File: config.mk
export PLATFORM = sky130hd
export DESIGN_NAME = stage_monitor
export DESIGN_NICKNAME = d
export VERILOG_FILES = /design/src/rtl/stage_monitor.sv
export SDC_FILE = /design/constraint.sdc
export NUM_CORES = 1
export LEC_CHECK = 0
export CAP_MARGIN = 20
export CORE_MARGIN = 5
export CORE_UTILIZATION = 62
export CTS_CLUSTER_DIAMETER = 80
export DETAILED_ROUTE_END_ITERATION = 7
export HOLD_SLACK_MARGIN = 0.06
export PLACE_DENSITY = 0.9
export SYNTH_ARGS = -nofsm -noshare
export SYNTH_HDL_FRONTEND = slang
export SYNTH_SLANG_ARGS = --single-unit
File: constraint.sdc
create_clock -name clk -period 4.17 [get_ports clk]
set_input_delay 0.417 -clock clk [delete_from_list [all_inputs] [get_ports clk]]
set_output_delay 0.417 -clock clk [all_outputs]
set_load 0.01 [all_outputs]
File: src/rtl/stage_monitor.sv
// Pipeline stage monitor: sticky handshake flags, per-stage valid counters,
// first-valid to last-ready latency measurement, BRAM write capture and a readout mux.
module stage_monitor #(
    parameter int NUM_STAGES = 4,
    parameter int CNT_W      = 32,
    parameter int ADDR_W     = 16,
    parameter int DATA_W     = 32
) (
    input  logic                    clk,
    input  logic                    rst,
    input  logic                    clr_i,
    input  logic [NUM_STAGES-1:0]   vld_i,
    input  logic [NUM_STAGES-1:0]   rdy_i,
    input  logic                    cap_en_i,
    input  logic [ADDR_W-1:0]       cap_addr_i,
    input  logic [DATA_W-1:0]       cap_data_i,
    input  logic [ADDR_W-1:0]       match_addr_i,
    input  logic                    cap_mode_i,
    input  logic [7:0]              sel_i,
    output logic [31:0]             dbg_data_o,
    output logic [2*NUM_STAGES-1:0] flags_o,
    output logic                    busy_o,
    output logic                    cap_hit_o
);

    localparam logic [1:0] ST_IDLE = 2'd0;
    localparam logic [1:0] ST_RUN  = 2'd1;
    localparam logic [1:0] ST_DONE = 2'd2;
    localparam logic [CNT_W-1:0] CNT_MAX = {CNT_W{1'b1}};

    function automatic logic [CNT_W-1:0] sat_inc(input logic [CNT_W-1:0] v);
        if (v == CNT_MAX) begin
            return v;
        end else begin
            return v + CNT_W'(1);
        end
    endfunction

    logic [2*NUM_STAGES-1:0] flags_q, flags_d;
    logic [CNT_W-1:0]        cnt_q [NUM_STAGES];
    logic [CNT_W-1:0]        cnt_d [NUM_STAGES];
    logic [1:0]              state_q, state_d;
    logic [CNT_W-1:0]        lat_q, lat_d;
    logic                    busy_q, busy_d;
    logic [DATA_W-1:0]       cap_data_q, cap_data_d;
    logic                    cap_hit_q, cap_hit_d;
    logic [CNT_W-1:0]        hit_cnt_q, hit_cnt_d;
    logic [31:0]             dbg_q, dbg_d;
    logic                    hit_s;

    assign hit_s = cap_en_i && (cap_addr_i == match_addr_i);

    // Statistics next-state; a clear discards every event of its own cycle.
    always_comb begin
        flags_d    = flags_q;
        cnt_d      = cnt_q;
        state_d    = state_q;
        lat_d      = lat_q;
        cap_data_d = cap_data_q;
        cap_hit_d  = cap_hit_q;
        hit_cnt_d  = hit_cnt_q;
        if (clr_i) begin
            flags_d    = '0;
            for (int i = 0; i < NUM_STAGES; i++) begin
                cnt_d[i] = '0;
            end
            state_d    = ST_IDLE;
            lat_d      = '0;
            cap_data_d = '0;
            cap_hit_d  = 1'b0;
            hit_cnt_d  = '0;
        end else begin
            for (int i = 0; i < NUM_STAGES; i++) begin
                flags_d[2*i+1] = flags_q[2*i+1] | vld_i[i];
                flags_d[2*i]   = flags_q[2*i]   | rdy_i[i];
                cnt_d[i]       = vld_i[i] ? sat_inc(cnt_q[i]) : cnt_q[i];
            end
            case (state_q)
                ST_IDLE: begin
                    if (vld_i[0]) begin
                        lat_d   = '0;
                        state_d = rdy_i[NUM_STAGES-1] ? ST_DONE : ST_RUN;
                    end else begin
                        state_d = ST_IDLE;
                    end
                end
                ST_RUN: begin
                    lat_d   = sat_inc(lat_q);
                    state_d = rdy_i[NUM_STAGES-1] ? ST_DONE : ST_RUN;
                end
                ST_DONE: begin
                    state_d = ST_DONE;
                end
                default: begin
                    state_d = ST_IDLE;
                    lat_d   = '0;
                end
            endcase
            // Mode 0 keeps only the first hit since the last clear.
            if (hit_s) begin
                cap_hit_d = 1'b1;
                hit_cnt_d = sat_inc(hit_cnt_q);
                if (cap_mode_i || !cap_hit_q) begin
                    cap_data_d = cap_data_i;
                end else begin
                    cap_data_d = cap_data_q;
                end
            end else begin
                cap_hit_d = cap_hit_q;
            end
        end
        busy_d = (state_d == ST_RUN);
    end

    // Readout word selection from current register state.
    always_comb begin
        dbg_d = 32'hDEAD_BEEF;
        case (sel_i)
            8'd0: dbg_d = {16'hDB61, 8'(CNT_W), 8'(NUM_STAGES)};
            8'd1: begin
                dbg_d = 32'd0;
                dbg_d[2*NUM_STAGES-1:0] = flags_q;
            end
            8'd2: begin
                dbg_d = 32'd0;
                dbg_d[CNT_W-1:0] = lat_q;
            end
            8'd3: begin
                dbg_d = 32'd0;
                dbg_d[DATA_W-1:0] = cap_data_q;
            end
            8'd4: begin
                dbg_d = 32'd0;
                dbg_d[CNT_W-1:0] = hit_cnt_q;
            end
            8'd5: dbg_d = {30'd0, state_q};
            default: begin
                for (int i = 0; i < NUM_STAGES; i++) begin
                    if (sel_i == 8'(16 + i)) begin
                        dbg_d = 32'd0;
                        dbg_d[CNT_W-1:0] = cnt_q[i];
                    end else begin
                        dbg_d = dbg_d;
                    end
                end
            end
        endcase
    end

    // State registers; reset also clears the readout word, clear does not.
    always_ff @(posedge clk) begin
        if (rst) begin
            flags_q    <= '0;
            for (int i = 0; i < NUM_STAGES; i++) begin
                cnt_q[i] <= '0;
            end
            state_q    <= ST_IDLE;
            lat_q      <= '0;
            busy_q     <= 1'b0;
            cap_data_q <= '0;
            cap_hit_q  <= 1'b0;
            hit_cnt_q  <= '0;
            dbg_q      <= 32'd0;
        end else begin
            flags_q    <= flags_d;
            cnt_q      <= cnt_d;
            state_q    <= state_d;
            lat_q      <= lat_d;
            busy_q     <= busy_d;
            cap_data_q <= cap_data_d;
            cap_hit_q  <= cap_hit_d;
            hit_cnt_q  <= hit_cnt_d;
            dbg_q      <= dbg_d;
        end
    end

    assign dbg_data_o = dbg_q;
    assign flags_o    = flags_q;
    assign busy_o     = busy_q;
    assign cap_hit_o  = cap_hit_q;

endmodule

==> results_dict.tcl, run 1 <==
set metrics [dict create \
    overflow 0 \
    grt_pass1_wl_mm 66.8 \
    worst-path-buf-inv 1 \
    fmax_mhz 364 \
    min_path_type "primary input to flip-flop" \
    ir_drop_mv 0.412 \
    p_comb_frac 0.055 \
    cts_setup_buffers 0 \
    drive_gt1_frac 0.0557 \
    synth.avg_cell_area_um2 8.18 \
    grt_usage 0.338 \
    p_int_uw 4550 \
    hpwl_mm 31.5 \
    h-tree-depth 1 \
    synth_area_um2 13400 \
    globalplace.congestion 1.02 \
    sw_frac_of_total 0.214 \
    r2r_setup_slack_ps 1550 \
    clk_latency_ps 550 \
    die_area_um2 24700 \
    tritoncts "built" \
    p_clk_frac 0.495 \
    clk_pin_slew_ps 60 \
    cts-resized-gates 0 \
    core-area_um2 21200 \
    antenna_found_initial 0 \
    drtIter0Drc 2061 \
    clock-root-buffer "clkbuf_16" \
    cts_buffer_depth 3 \
    port_buffers 126 \
    post-place-ws_ps 974 \
    maxCapViolCount 0 \
    ys_types 65 \
    dr_total_vias 13400 \
    nets 1829 \
    tns_ps 0 \
    synthToLayoutAreaGrowth_pct 19.0 \
    multiInputGateArea_um2 7700 \
    max-slew-margin-rel 0.310 \
    slowest_stage "or4_1" \
    nFillCells 1513 \
    p_sw_uw 1240 \
    leakage_uw 0.00522 \
    dr.pass1.iters 7 \
    path_cells "clkdlybuf4s50_1 > or4_1 > nor2_1 > nand2_1 > a221o_1 > a21oi_1 > nor3_1" \
    finalSetupViolCount 0 \
    ant_nets 0 \
    post_drt_wl_per_cell_um 20.9 \
    synth_seq_cells 268 \
    die-width_um 157 \
    crit_type "primary input to flip-flop" \
    seq_area_frac_synth 0.399 \
    grt_max_degree 77 \
    layout_min_cycle_time_ps 2750 \
    clkSinkCount 268 \
    hold_buffers 0 \
    io_pins 127 \
    antenna_cells 0 \
    status "finished clean" \
    viasPerCell 6.57 \
    p_seq_frac 0.451 \
    stdcell_count 2036 \
    cp-start-kind "primary input" \
    drc 0 \
    cp_top_family "simple AND/OR/NAND/NOR gates" \
    endpoint_kind "flip-flop" \
    cts_made_buffers 29 \
    setup_ws_ps 1420 \
    grt_pass1_vias 12300 \
    cp_data_arrival_time_ps 3170 \
    fp.dieH_um 157 \
    synth-edff-count 0 \
    ff_latch_area_um2 5370 \
    synth.net_count 1735 \
    num_rows 53 \
    cp_max_fo 20 \
    timing.final.crit_share 0.660 \
    synthArstFlopShare 0 \
    tightestPinTransition_ps 1030 \
    syn_inst 1644 \
    hold_ws_ps 421 \
    final_hold_viol_count 0 \
    power_density_nw_per_um2 362 \
    yosys_warnings 0 \
    maxSlewViolCount 0 \
    synth_flop_cell "dfxtp_1" \
    slowest_delay_ps 810 \
    required_ps 4590 \
    dp.cells 1981 \
    finalWirelength_mm 42.6 \
    rsz0062_at_grt "false" \
    skew_ps 13.9 \
    start_util 0.634 \
]
==> power by group through the flow <==
| stage | sequential [uW] | clock, uW | combinational (uW) |
|---|---|---|---|
| floorplan | 2660 | 0 | 131 |
| detailed placement | 2660 | 0 | 310 |
| global route | 2610 | 2990 | 335 |
| global placement | 2660 | 0 | 305 |
| CTS | 2610 | 2870 | 313 |
| finish | 2610 | 2860 | 317 |
==> stage by stage <==
step                      utilization  total power (uW)  area, um2
after global routing            0.754              5940      16000
after global placement          0.702              2970      14900
after floorplan                     -              2790      13400
after detailed placement        0.702              2970      14900
final                           0.754              5790      16000
after CTS                       0.753              5790      16000
==> path summary, 6_finish.rpt <==
| path | depth (start not counted) | startpoint | to |
|---|---|---|---|
| hold / removal | 3 | cap_data_i[18] | cap_data_q[18] |
| setup reg to reg | 7 | hit_cnt_q[1] | hit_cnt_q[3] |
| hold reg to reg | 2 | cap_data_q[12] | cap_data_q[12] |
| setup / recovery | 7 | sel_i[4] | dbg_data_o[10] |
==> routing by layer <==
metal,global-route usage,part of all wire,vias up
li1,-,-,6142
met1,0.463,0.39,6261
met2,0.526,0.44,858
met3,0.0836,0.13,118
met4,0.111,0.039,0
met5,0,0,-
==> sequential cells by signal, indices dropped and copies added, names as in the netlist <==
signal      flops
cap_data_q     32
lat_q          32
cnt_q         128
dbg_data_o     32
flags_o         8
busy_o          1
hit_cnt_q      32
state_q         2
cap_hit_o       1
==> cells in the final DEF (no fill, tap or decap), types with 64 or more instances in the layout <==
cell             instances
dfxtp_1                268
nor2_1                 232
nand2_1                138
clkdlybuf4s50_1        125
nand3_1                106
a21oi_1                 93
xnor2_1                 79
xor2_1                  68
nor3_1                  65
o21ai_0                 64
==> final cells by class <==
type | count | area share
clock inverter | 16 | 0.0164
timing repair buffer | 145 | 0.0895
multi-input combinational | 1272 | 0.481
tap | 275 | 0.0215
clock buffer | 38 | 0.0512
sequential | 268 | 0.335
inverter | 22 | 0.00516
==> kinds of logic (layout without fill, tap and decap cells) <==
| kind of cell | after synthesis | in the layout | synth area share |
|---|---|---|---|
| simple gates | 794 | 794 | 0.299 |
| buf+inv | 104 | 221 | 0.0306 |
| xor+xnor | 147 | 147 | 0.0957 |
| fa+ha+maj | 6 | 6 | 0.00558 |
| compound gates | 281 | 281 | 0.137 |
| flops | 268 | 268 | 0.399 |
| mux | 44 | 44 | 0.0329 |
==> synth_stat cells, drive strengths merged (2+ instances only) <==
master  instances  share of area
a211oi         18          0.010
a21oi          94          0.035
a221o          12         0.0089
a221oi         11         0.0072
a222oi          5         0.0037
a22o            4         0.0026
a22oi          14         0.0078
a311oi          3         0.0020
and2           18         0.0084
and3           25          0.012
and4           22          0.014
and4b           3         0.0022
buf            21         0.0074
clkbuf         61          0.017
dfxtp         268           0.40
ha              6         0.0056
inv            22         0.0061
mux2            2         0.0017
mux2i          42          0.031
nand2         138          0.039
nand2b          5         0.0023
nand3         107          0.040
nand4          61          0.030
nand4b          4         0.0037
nor2          234          0.065
nor2b           4         0.0019
nor3           68          0.026
nor3b           6         0.0033
nor4           26          0.014
nor4b           4         0.0026
o211a           2         0.0015
o211ai         20          0.012
o21a            2         0.0011
o21ai          65          0.024
o221ai          6         0.0039
o22a            5         0.0033
o311ai          5         0.0044
o31ai          10         0.0066
or2             5         0.0023
or3            45          0.021
or4            18          0.011
xnor2          79          0.051
xor2           68          0.044
==> worst register-to-register path, stage by stage, from the launching register on <==
cell	delay [ps]
dfxtp_1	430
ha_1	260
inv_1	70
nor3_1	580
nand3_1	260
nand3_1	570
o21ai_0	230
a21oi_1	160
Note: power is estimated with default switching activity, not from simulation.
==> run 2: changes to the inputs <==
CORE_UTILIZATION = 52   (was 62)
PLACE_DENSITY = 0.81   (was 0.9)
clock period = 2.35 ns   (was 4.17 ns; I/O delays follow)
==> run 2 against run 1 <==
Effect of this change: clock skew down 1.7 ps; design area is 5.8% higher; clock power grew 70%; first-iteration DRC count shrank 12%; sequential power increased by 77%; critical path type is now flip-flop to flip-flop; global-route usage shrank 4.5 points; largest cell class unchanged; count of clock-buffer cells in the layout increased by 2; critical endpoint is now cnt_q[76].
==> results_dict.tcl, run 2 (same netlist as run 1, synthesis figures left out) <==
set metrics [dict create \
    port_buffers 126 \
    drive_gt1_frac 0.111 \
    finalPower_uw 10100 \
    final_hold_viol_count 0 \
    tightestPinTransition_ps 894 \
    tritoncts "built" \
    top_register "cnt_q" \
    required_ps 2790 \
    num_rows 58 \
    worstHoldStart "rdy_i[0]" \
    core-area_um2 25300 \
    grt_usage 0.293 \
    overflow 0 \
    leakage_uw 0.00576 \
    min_path_type "primary input to flip-flop" \
    utilization 0.668 \
    die-width_um 171 \
    drc 0 \
    layout_min_cycle_time_ps 2230 \
    hold_depth 3 \
    cts_made_buffers 29 \
    clock-root-buffer "clkbuf_16" \
    timing.final.crit_share 0.951 \
    dr.pass1.iters 8 \
    power_density_nw_per_um2 597 \
    cp_max_fo 7 \
    start_util 0.531 \
    clk_latency_ps 550 \
    cts_setup_buffers 0 \
    min_to "flags_o[0]" \
    dp.cells 2147 \
    dr_total_vias 13700 \
    h-tree-depth 1 \
    status "finished clean" \
    antenna_found_initial 0 \
    synthToLayoutAreaGrowth_pct 25.9 \
    maxCapViolCount 0 \
    maxSlewViolCount 0 \
    ir_drop_mv 0.613 \
    grt_max_degree 50 \
    r2r_setup_slack_ps 120 \
    die_area_um2 29200 \
    endpoint_kind "flip-flop" \
    layout_commonest_cell "dfxtp_1" \
    finalSetupViolCount 0 \
    hpwl_mm 33.6 \
    finalWirelength_mm 44.0 \
    cp_data_arrival_time_ps 2670 \
    nets 1939 \
    regToRegStartpoint "cnt_q[78]" \
    grt_pass1_wl_mm 68.7 \
    viasPerCell 6.22 \
    rr_worst_depth 6 \
    clk_pin_slew_ps 60 \
    post_drt_wl_per_cell_um 20.0 \
    crit_type "flip-flop to flip-flop" \
    antenna_cells 0 \
    timing.rr.end "cnt_q[76]" \
    rsz0062_at_grt "false" \
    io_pins 127 \
    ant_nets 0 \
    grt_pass1_vias 12500 \
    largest_register_ffs 128 \
    tns_ps 0 \
    fp.dieH_um 171 \
    max-slew-margin-rel 0.398 \
    skew_ps 12.3 \
    fmax_mhz 448 \
    hold_ws_ps 246 \
    clkSinkCount 268 \
    drtIter0Drc 1804 \
    cp-start-kind "flip-flop" \
    cts_buffer_depth 3 \
    globalplace.congestion 1.02 \
    final_cell_mix "268 x dfxtp_1, 232 x nor2_1, 138 x nand2_1, 125 x clkdlybuf4s50_1, 120 x buf_4" \
    stdcell_count 2199 \
]
## run 2: cell count changes in the layout (fill, tap and decap cells not counted)
cell | previous run | this run
buf_12 | 2 | 9
buf_4 | 16 | 120
buf_8 | 1 | 0
bufinv_16 | 7 | 4
clkbuf_1 | 3 | 2
clkbuf_8 | 6 | 9
clkinv_2 | 7 | 5
clkinvlp_4 | 0 | 1
nor4_1 | 23 | 22
nor4_2 | 2 | 3
## run 2: final cells by class
cell class	instances	area, um2
clock buffer	40	857
multi-input combinational	1272	7700
tap	330	413
inverter	22	82.6
fill	2045	8400
timing repair buffer	255	2340
clock inverter	12	170
sequential	268	5370
## run 2: critical path, cell delays in order, from the launching register on
cell and delay (ps):
dfxtp_1 500, nand4_1 190, or4_1 650, o21a_1 330, and3_1 240, xnor2_1 150, nor2_1 60
## run 2: worst max path at each step
stage               start  slack (ps)        endpoint  cells past startpoint
6_report        cnt_q[78]         120       cnt_q[76]                      6
5_1_grt          cnt_q[0]           8       cnt_q[28]                      7
4_1_cts         cnt_q[78]         160       cnt_q[69]                      6
3_5_place_dp     sel_i[5]        -180  dbg_data_o[11]                      8
3_3_place_gp     sel_i[3]        -160  dbg_data_o[17]                      9
2_1_floorplan  state_q[1]         370        lat_q[5]                      6
## run 2: power breakdown
group / leakage [uW] / internal, uW / switching [uW] / total [uW]
combinational: 0.00308 / 326 / 306 / 631
sequential: 0.00217 / 4580 / 40.0 / 4620
clock: 0.000509 / 2970 / 1880 / 4850
## run 2: per-stage QoR
stage	worst slack [ps]	area [um2]
floorplan	369	13400
global placement	-159	15900
detailed placement	-177	15900
CTS	164	16900
global route	8.35	16900
finish	116	16900
## run 2: routing by layer
metal,part of all wire,global-route usage
met5,0,0
met2,0.44,0.450
met3,0.11,0.0524
met1,0.41,0.418
met4,0.038,0.0996
## run 2: timing repair
item | CTS | global route
setup endpoints to repair | 0 | 1
hold buffers | 0 | 0
gates resized for setup | 0 | 1
endpoints found under the hold margin | 0 | 0
